**config.mk**
```make
export PLATFORM = sky130hd
export DESIGN_NAME = nonce_result_tx
export DESIGN_NICKNAME = d
export VERILOG_FILES = /design/src/rtl/nonce_result_tx.sv
export SDC_FILE = /design/constraint.sdc
export NUM_CORES = 1
export LEC_CHECK = 0
export ABC_AREA = 1
export ABC_CLOCK_PERIOD_IN_PS = 4700
export CAP_MARGIN = 10
export CORE_MARGIN = 10
export CORE_UTILIZATION = 52
export DETAILED_ROUTE_END_ITERATION = 16
export DONT_BUFFER_PORTS = 1
export GPL_ROUTABILITY_DRIVEN = 0
export PLACE_DENSITY = 0.67
export SYNTH_ARGS = -nofsm -noshare
export SYNTH_HDL_FRONTEND = slang
export SYNTH_SLANG_ARGS = --single-unit
```
**constraint.sdc**
```tcl
create_clock -name clock -period 4.7 [get_ports clock]
set_input_delay 0.47 -clock clock [delete_from_list [all_inputs] [get_ports clock]]
set_output_delay 0.47 -clock clock [all_outputs]
set_load 0.01 [all_outputs]
```
**src/rtl/nonce_result_tx.sv**
```systemverilog
// -----------------------------------------------------------------------------
// nonce_result_tx
//
// Purpose:
//   Serial return path for mining results. When a send request is accepted,
//   the 32-bit nonce and the found flag are snapshotted. They are then sent as
//   a 7-byte packet, 8N1 and LSB-first, on txd:
//     B0 = SYNC_BYTE
//     B1 = {7'b0, found}
//     B2..B5 = nonce[31:24], nonce[23:16], nonce[15:8], nonce[7:0]
//     B6 = B1 ^ B2 ^ B3 ^ B4 ^ B5
//   Bytes follow each other with no idle gap. Every bit lasts CLKS_PER_BIT
//   clocks.
//
// Ports:
//   clock  - UART-domain clock; all state updates on the rising edge
//   reset  - synchronous, active-low reset
//   send   - request to transmit; only sampled while busy=0
//   nonce  - nonce to report; captured on the accepting edge
//   found  - 1 = valid hash found; captured together with nonce
//   txd    - serial line; idles high
//   busy   - high from the cycle after acceptance until the packet completes
//   done   - one-cycle pulse after the final stop bit
// -----------------------------------------------------------------------------
module nonce_result_tx #(
    parameter int          CLKS_PER_BIT = 434,
    parameter logic [7:0]  SYNC_BYTE    = 8'hA5
) (
    input  logic        clock,
    input  logic        reset,
    input  logic        send,
    input  logic [31:0] nonce,
    input  logic        found,
    output logic        txd,
    output logic        busy,
    output logic        done
);

    localparam int CW = (CLKS_PER_BIT > 1) ? $clog2(CLKS_PER_BIT) : 1;
    localparam logic [CW-1:0] BAUD_LAST = CW'(CLKS_PER_BIT - 1);
    localparam logic [2:0]    LAST_BYTE = 3'd6;

    typedef enum logic [1:0] {
        IDLE  = 2'd0,
        START = 2'd1,
        DATA  = 2'd2,
        STOP  = 2'd3
    } state_t;

    state_t         state_reg, state_next;
    logic [CW-1:0]  baud_reg, baud_next;
    logic [2:0]     bit_idx_reg, bit_idx_next;
    logic [2:0]     byte_idx_reg, byte_idx_next;
    logic [31:0]    nonce_snap_reg, nonce_snap_next;
    logic           found_snap_reg, found_snap_next;
    logic           txd_reg, txd_next;
    logic           busy_reg, busy_next;
    logic           done_reg, done_next;

    logic           baud_last;
    logic [7:0]     pkt_bytes [0:7];

    // ------------------------------------------------------------------
    // Packet byte table, built only from the snapshot registers.
    // Entry 7 is never selected because the byte index stops at 6. It is
    // tied off so that the 3-bit index always addresses a defined entry.
    // ------------------------------------------------------------------
    assign pkt_bytes[0] = SYNC_BYTE;
    assign pkt_bytes[1] = {7'b0, found_snap_reg};

    generate
        for (genvar gi = 0; gi < 4; gi++) begin : g_nonce_bytes
            assign pkt_bytes[2 + gi] = nonce_snap_reg[31 - 8*gi -: 8];
        end
    endgenerate

    assign pkt_bytes[6] = {7'b0, found_snap_reg} ^ nonce_snap_reg[31:24]
                        ^ nonce_snap_reg[23:16] ^ nonce_snap_reg[15:8]
                        ^ nonce_snap_reg[7:0];
    assign pkt_bytes[7] = SYNC_BYTE;

    assign baud_last = (baud_reg == BAUD_LAST);

    // ------------------------------------------------------------------
    // State register
    // ------------------------------------------------------------------
    always_ff @(posedge clock) begin
        if (!reset) begin
            state_reg      <= IDLE;
            baud_reg       <= '0;
            bit_idx_reg    <= '0;
            byte_idx_reg   <= '0;
            nonce_snap_reg <= '0;
            found_snap_reg <= 1'b0;
            txd_reg        <= 1'b1;
            busy_reg       <= 1'b0;
            done_reg       <= 1'b0;
        end else begin
            state_reg      <= state_next;
            baud_reg       <= baud_next;
            bit_idx_reg    <= bit_idx_next;
            byte_idx_reg   <= byte_idx_next;
            nonce_snap_reg <= nonce_snap_next;
            found_snap_reg <= found_snap_next;
            txd_reg        <= txd_next;
            busy_reg       <= busy_next;
            done_reg       <= done_next;
        end
    end

    // ------------------------------------------------------------------
    // Next-state logic. txd, busy and done are registered. Their next
    // values are derived from the next state, so each output changes on
    // the same edge as the state it belongs to.
    // ------------------------------------------------------------------
    always_comb begin
        state_next      = state_reg;
        baud_next       = baud_reg;
        bit_idx_next    = bit_idx_reg;
        byte_idx_next   = byte_idx_reg;
        nonce_snap_next = nonce_snap_reg;
        found_snap_next = found_snap_reg;
        done_next       = 1'b0;

        unique case (state_reg)
            IDLE: begin
                if (send) begin
                    nonce_snap_next = nonce;
                    found_snap_next = found;
                    baud_next       = '0;
                    bit_idx_next    = '0;
                    byte_idx_next   = '0;
                    state_next      = START;
                end
            end

            START: begin
                if (baud_last) begin
                    baud_next    = '0;
                    bit_idx_next = '0;
                    state_next   = DATA;
                end else begin
                    baud_next = baud_reg + CW'(1);
                end
            end

            DATA: begin
                if (baud_last) begin
                    baud_next = '0;
                    if (bit_idx_reg == 3'd7) begin
                        state_next = STOP;
                    end else begin
                        bit_idx_next = bit_idx_reg + 3'd1;
                    end
                end else begin
                    baud_next = baud_reg + CW'(1);
                end
            end

            STOP: begin
                if (baud_last) begin
                    baud_next = '0;
                    if (byte_idx_reg < LAST_BYTE) begin
                        byte_idx_next = byte_idx_reg + 3'd1;
                        state_next    = START;
                    end else begin
                        byte_idx_next = '0;
                        state_next    = IDLE;
                        done_next     = 1'b1;
                    end
                end else begin
                    baud_next = baud_reg + CW'(1);
                end
            end

            default: state_next = IDLE;
        endcase

        // Line level for the cycle after this edge. In DATA the snapshot is
        // already stable, so the table built from the snapshot registers is
        // valid here.
        unique case (state_next)
            START:   txd_next = 1'b0;
            DATA:    txd_next = pkt_bytes[byte_idx_next][bit_idx_next];
            default: txd_next = 1'b1;
        endcase

        busy_next = (state_next != IDLE);
    end

    assign txd  = txd_reg;
    assign busy = busy_reg;
    assign done = done_reg;

endmodule

```
=== Word-level counts from Yosys, hierarchy flattened ===
Index checks and enable logic that the tools add are counted.

* Equality and inequality tests: 8
* Mux-type cells: 26
* Add/subtract/negate cells: 3
* Reductions and logical operators: 5
* $lt $le $gt $ge: 3
* Bitwise operators: 5

{| class="wikitable"
|+ Operators by type and width
! operator !! number
|-
| 8-bit binary-select mux with 3-bit select || 1
|-
| 8-bit XOR || 3
|-
| 3-bit two-way mux || 7
|-
| 9-bit two-way mux || 2
|-
| 9-bit case mux with 2 select lines || 1
|-
| 8-bit two-way mux || 2
|-
| 2-bit two-way mux || 5
|-
| 9-bit by 1-bit adder with 9-bit output, second input constant || 1
|-
| 9-bit equality test, second input constant || 1
|-
| 3-bit case mux with 3 select lines || 1
|-
| 2-bit case mux with 4 select lines || 1
|-
| 1-bit by 8-bit XOR with 8-bit output || 1
|-
| 3-bit by 1-bit adder with 3-bit output, second input constant || 2
|-
| 2-bit equality test, second input constant || 3
|-
| 3-bit case mux with 2 select lines || 1
|-
| 2-bit by 1-bit equality test with 1-bit output, second input constant || 2
|-
| 4-bit greater-or-equal comparator, second input constant || 1
|-
| 3-bit by 4-bit less-than comparator with 1-bit output, second input constant || 1
|-
| 3-bit inverter with 4-bit output || 1
|-
| 1-bit binary-select mux with 3-bit select || 1
|-
| 3-bit equality test, second input constant || 1
|-
| 3-bit less-than comparator, second input constant || 1
|-
| 1-bit two-way mux || 3
|-
| 3-bit AND reduction || 1
|-
| 6 further kinds || 6
|}

* Register bits after elaboration: 53
* Output and inout port bits: 3
* Word-level logic and storage cells: 59
* Input port bits: 36

=== Depth between registers and ports, before layout ===
* Depth after elaboration: 11
* Mapped depth: 20
* Mapped depth without buffers: 20

=== Worst setup path after synthesis ===
No wires, ideal clock.

* Path kind: register -> register
* Start: reg state_reg[0]
* End: reg txd_reg, in the netlist txd
* Setup time: 129 ps
* Path buffers: 1
* Cell stages (with the launch flop): 19
* Clock period less this slack: 2,037 ps
* Data arrival time: 1,908 ps
* Slack: 2,663 ps
* Required time: 4,571 ps
* Cell sequence: dfxtp_1 > inv_1 > ha_1 > inv_2 > nor2_4 > nor2_1 > nor2_2 > inv_2 > nand2_4 > buf_6 > nand3_1 > nand3_1 > nor2_1 > nor2_1 > nand2_1 > nand3_2 > nand2_1 > nand2_1 > nand3_1

* Cells in the longest elaborated chain, start to end: 9
* Elaborated cells between the ends (all ways): 21
* Those cells by class: 5 x eq/ne; 14 x mux; 1 x bitwise; 1 x reduce/logical

{| class="wikitable"
|+ RTL lines
! item !! line !! RTL
|-
| start, declared || 50 || <nowiki>state_t state_reg, state_next;</nowiki>
|-
| start signal, assigned || 99 || <nowiki>state_reg <= state_next;</nowiki>
|-
| 2-bit equality test / 2-bit logical NOT (equally long branches) || 125 || <nowiki>unique case (state_reg)</nowiki>
|-
| 3-bit case mux with 2 select lines || 125 ||
|-
| 3-bit inverter with 4-bit output (implied by the code) || 184 || <nowiki>DATA: txd_next = pkt_bytes[byte_idx_next][bit_idx_next];</nowiki>
|-
| 8-bit binary-select mux with 3-bit select || 184 ||
|-
| 8-bit two-way mux (implied by the code) (2 in a row) || 184 ||
|-
| 1-bit binary-select mux with 3-bit select || 184 ||
|-
| 1-bit two-way mux (implied by the code) || 184 ||
|-
| 1-bit case mux with 2 select lines * || 182 || <nowiki>unique case (state_next)</nowiki>
|-
| end signal, assigned || 105 || <nowiki>txd_reg <= txd_next;</nowiki>
|-
| end, declared || 56 || <nowiki>logic txd_reg, txd_next;</nowiki>
|}

Mark *: on every way between the ends. The rest lies on a longest branch, timed or not. The select of a mux whose other input is x is not followed.
A chain may end at the register's enable or synchronous reset.

=== Final worst setup path ===
Same ends and word-level chain as after synthesis.

==> summary.txt <==
Floorplan
  • Die Y: 98.38 um
  • Core area: 5956 um2
  • Die area: 9678 um2
  • Io pins: 39
  • Initial Utilization: 53.63%
  • Row count: 28
  • DIE WIDTH: 98.38 um

Setup path
  • FF-to-FF path depth: 19
  • Reg-to-reg critical path startpoint: state_reg[0]
  • Crit path arrival time: 2.70 ns
  • Crit Reg-Reg Endpoint: txd
  • Data required, critical path: 4.90 ns
  • CP Class: reg -> reg
  • Crit. End Element: flop
  • Nature of the critical path startpoint: flop
  • R2R Setup Slk: 2.21 ns
  • CP Max Fanout: 18

Status
  • Status: finished clean

STA
  • Max-slew violations: 0
  • Max Freq: 401.3 MHz
  • Fin crit share: 53.02%
  • RSZ-0062 raised after global routing: false
  • Setup-failing EPs final: 0
  • Fin. Hold Viols: 0
  • Relative slew slack: 52.65%
  • Worst Hold Slack: 0.2466 ns
  • Tmin final: 2.492 ns
  • Worst-case clock skew: 0.01264 ns
  • Slew @ Worst Pin: 0.7085 ns
  • Setup_tns: 0 ns

Logic synthesis
  • Synthesized Nets: 509
  • Post-synth top flop: dfxtp_1
  • Synth warn: 0
  • Cells after Synth: 464
  • Ys async rst share: 0%
  • Number of enable flip-flop cells after synthesis: 0
  • Seq/Total Area, Yosys: 33.22%
  • #FFs+latches synth: 53
  • Mapped cell area: 3194 um2
  • Yosys cell types: 35
  • Syn Area/Cell: 6.884 um2

Flow run
  • Max Cap Viol: 0

Hold path
  • Hold Path End: txd
  • Hold Crit Depth: 1
  • Hold Crit Class: in -> reg
  • Worst Hold Launch: reset

Layout
  • Fill cell count: 620
  • Layout area overhead: 3.447%
  • Ant diodes: 0
  • Largest register FFs: 32
  • Layout cell share with drive strength beyond 1: 9.389%
  • Final net count: 502
  • Multi-input combinational cell area: 1843 um2
  • Sequential Area: 1061 um2

Drt
  • Avg WL per Cell: 13.29 um
  • Antenna Nets Post-Route: 0
  • WL final: 7083 um
  • 1st-pass router iterations: 5
  • Total vias in the final route: 2,755
  • Initial DRC count: 119
  • Drt drc: 0
  • Vias/cell: 5.169

GRT
  • Grt total ovfl: 0
  • Number of global-route vias before repair: 2,719
  • Initial antenna violation count: 0
  • Largest net degree at the start of global routing: 37
  • Total track usage: 14.68%
  • First-pass GRT wire length: 12,300 um

Place
  • Port Buffers: 0
  • Post-DP HPWL: 5408 um

Clock network
  • Worst-Skew Late Latency: 0.32 ns
  • CTS clock-pin slew for the worst setup and hold paths: 0.08 ns
  • CTS buffer count: 5
  • CTS Buffer Depth: 2
  • CTS tree: yes
  • Resized Gates After CTS: 0
  • # H-tree levels: 2
  • Hold Buf Count CTS: 0
  • CTS Root Buffer Type: clkbuf_8
  • Total clock sinks: 53
  • Post-CTS repair timing setup buffer count: 0

Power
  • Psw: 0.0002731 W
  • Total power: 0.0009387 W
  • Internal power: 0.0006656 W
  • Power per cell area: 284.1 nW/um2
  • Sw frac: 29.09%
  • Clock share of power: 29.4%
  • Peak VDD IR: 0.2211 mV
  • Seq pwr share: 53.8%
  • Gate power share: 16.8%
  • Static leakage: 1.499 nW
-- worst max-delay path by stage --
stage                     depth (start not counted)    startpoint  end
after detailed placement                         19  state_reg[0]  txd
final                                            19  state_reg[0]  txd
after CTS                                        19  state_reg[0]  txd
after global routing                             19  state_reg[0]  txd
after floorplan                                  18  state_reg[0]  txd
after global placement                           19  state_reg[0]  txd
-- stage by stage --
| stage | setup WS (ns) | utilization [%] | std cells | instance area (um2) |
|---|---|---|---|---|
| after floorplan | 2.663 | - | 464 | 3194 |
| after global placement | 2.251 | 53.87 | 525 | 3208 |
| after detailed placement | 2.243 | 53.87 | 525 | 3208 |
| after CTS | 2.216 | 55.48 | 533 | 3304 |
| after global routing | 1.948 | 55.48 | 533 | 3304 |
| final | 2.208 | 55.48 | 533 | 3304 |
-- power groups by stage --
| stage | logic, W | registers [W] | clock network, W |
|---|---|---|---|
| floorplan | 0.000134 | 0.000510 | 0 |
| global placement | 0.000156 | 0.000515 | 0 |
| detailed placement | 0.000159 | 0.000516 | 0 |
| CTS | 0.000159 | 0.000506 | 0.000285 |
| global route | 0.000183 | 0.000510 | 0.000300 |
| finish | 0.000158 | 0.000505 | 0.000276 |
-- cell type report --
type | instances | share of cell area [%]
inverters | 54 | 6.134
multi-input cells | 342 | 55.77
clock buffers | 6 | 2.499
clock inverters | 2 | 0.4165
well taps | 75 | 2.840
repair buffers | 1 | 0.2272
flip-flops and latches | 53 | 32.11
-- worst max-delay path, stage by stage, from the launching register on --
cell and delay [ns]:
dfxtp_1 0.37, inv_1 0.15, ha_1 0.22, inv_2 0.07, nor2_4 0.21, nor2_1 0.11
nor2_2 0.17, inv_2 0.14, nand2_4 0.23, nand2_1 0.09, nand3_1 0.09, nand2_1 0.06
nand2_1 0.05, nand2_1 0.06, nand3_1 0.08, nand2_1 0.05, nand2_1 0.05, nand2_1 0.05
nand2_1 0.05, nand3_1 0.06
-- cell usage in the layout, fill, tap and decap left out, drive strengths merged --
| cell | n |
|---|---|
| a211oi | 1 |
| a21oi | 27 |
| a221oi | 1 |
| a22oi | 3 |
| buf | 1 |
| clkbuf | 6 |
| clkinv | 3 |
| dfxtp | 53 |
| ha | 9 |
| inv | 53 |
| nand2 | 109 |
| nand3 | 42 |
| nand3b | 1 |
| nand4 | 2 |
| nor2 | 70 |
| nor3 | 5 |
| nor3b | 1 |
| o21ai | 39 |
| o21bai | 1 |
| o22ai | 2 |
| or2 | 2 |
| xnor2 | 20 |
| xor2 | 7 |
-- metal layers --
metal	share of wire (%)	track usage (%)	vias up
met5	0	0	-
met4	3.3	6.615	0
met3	4.9	4.510	18
met2	46	23.50	60
met1	46	17.58	1216
li1	-	-	1461
-- cell usage after synthesis (4+ instances only) --
| cell type | instances | area, um2 |
|---|---|---|
| a21oi_1 | 27 | 135.1 |
| buf_6 | 4 | 45.04 |
| clkbuf_1 | 10 | 37.54 |
| dfxtp_1 | 53 | 1061 |
| ha_1 | 9 | 112.6 |
| inv_1 | 47 | 176.4 |
| inv_2 | 6 | 22.52 |
| nand2_1 | 97 | 364.1 |
| nand2_2 | 9 | 56.30 |
| nand3_1 | 38 | 190.2 |
| nor2_1 | 62 | 232.7 |
| nor2_4 | 4 | 45.04 |
| nor3_1 | 5 | 25.02 |
| o21ai_0 | 37 | 185.2 |
| xnor2_1 | 20 | 175.2 |
| xor2_1 | 7 | 61.31 |
-- cell families (layout without fill, tap and decap cells) --
| logic type | Yosys count | in the layout | synth area share (%) |
|---|---|---|---|
| adders and majority gates | 9 | 9 | 3.525 |
| buffers and inverters | 69 | 63 | 9.087 |
| xor gates and xnor gates | 27 | 27 | 7.403 |
| AOI/OAI and AO/OA | 74 | 74 | 12.73 |
| DFF | 53 | 53 | 33.22 |
| and+or+nand+nor | 232 | 232 | 34.04 |
Power figures use the tool's default switching activity.
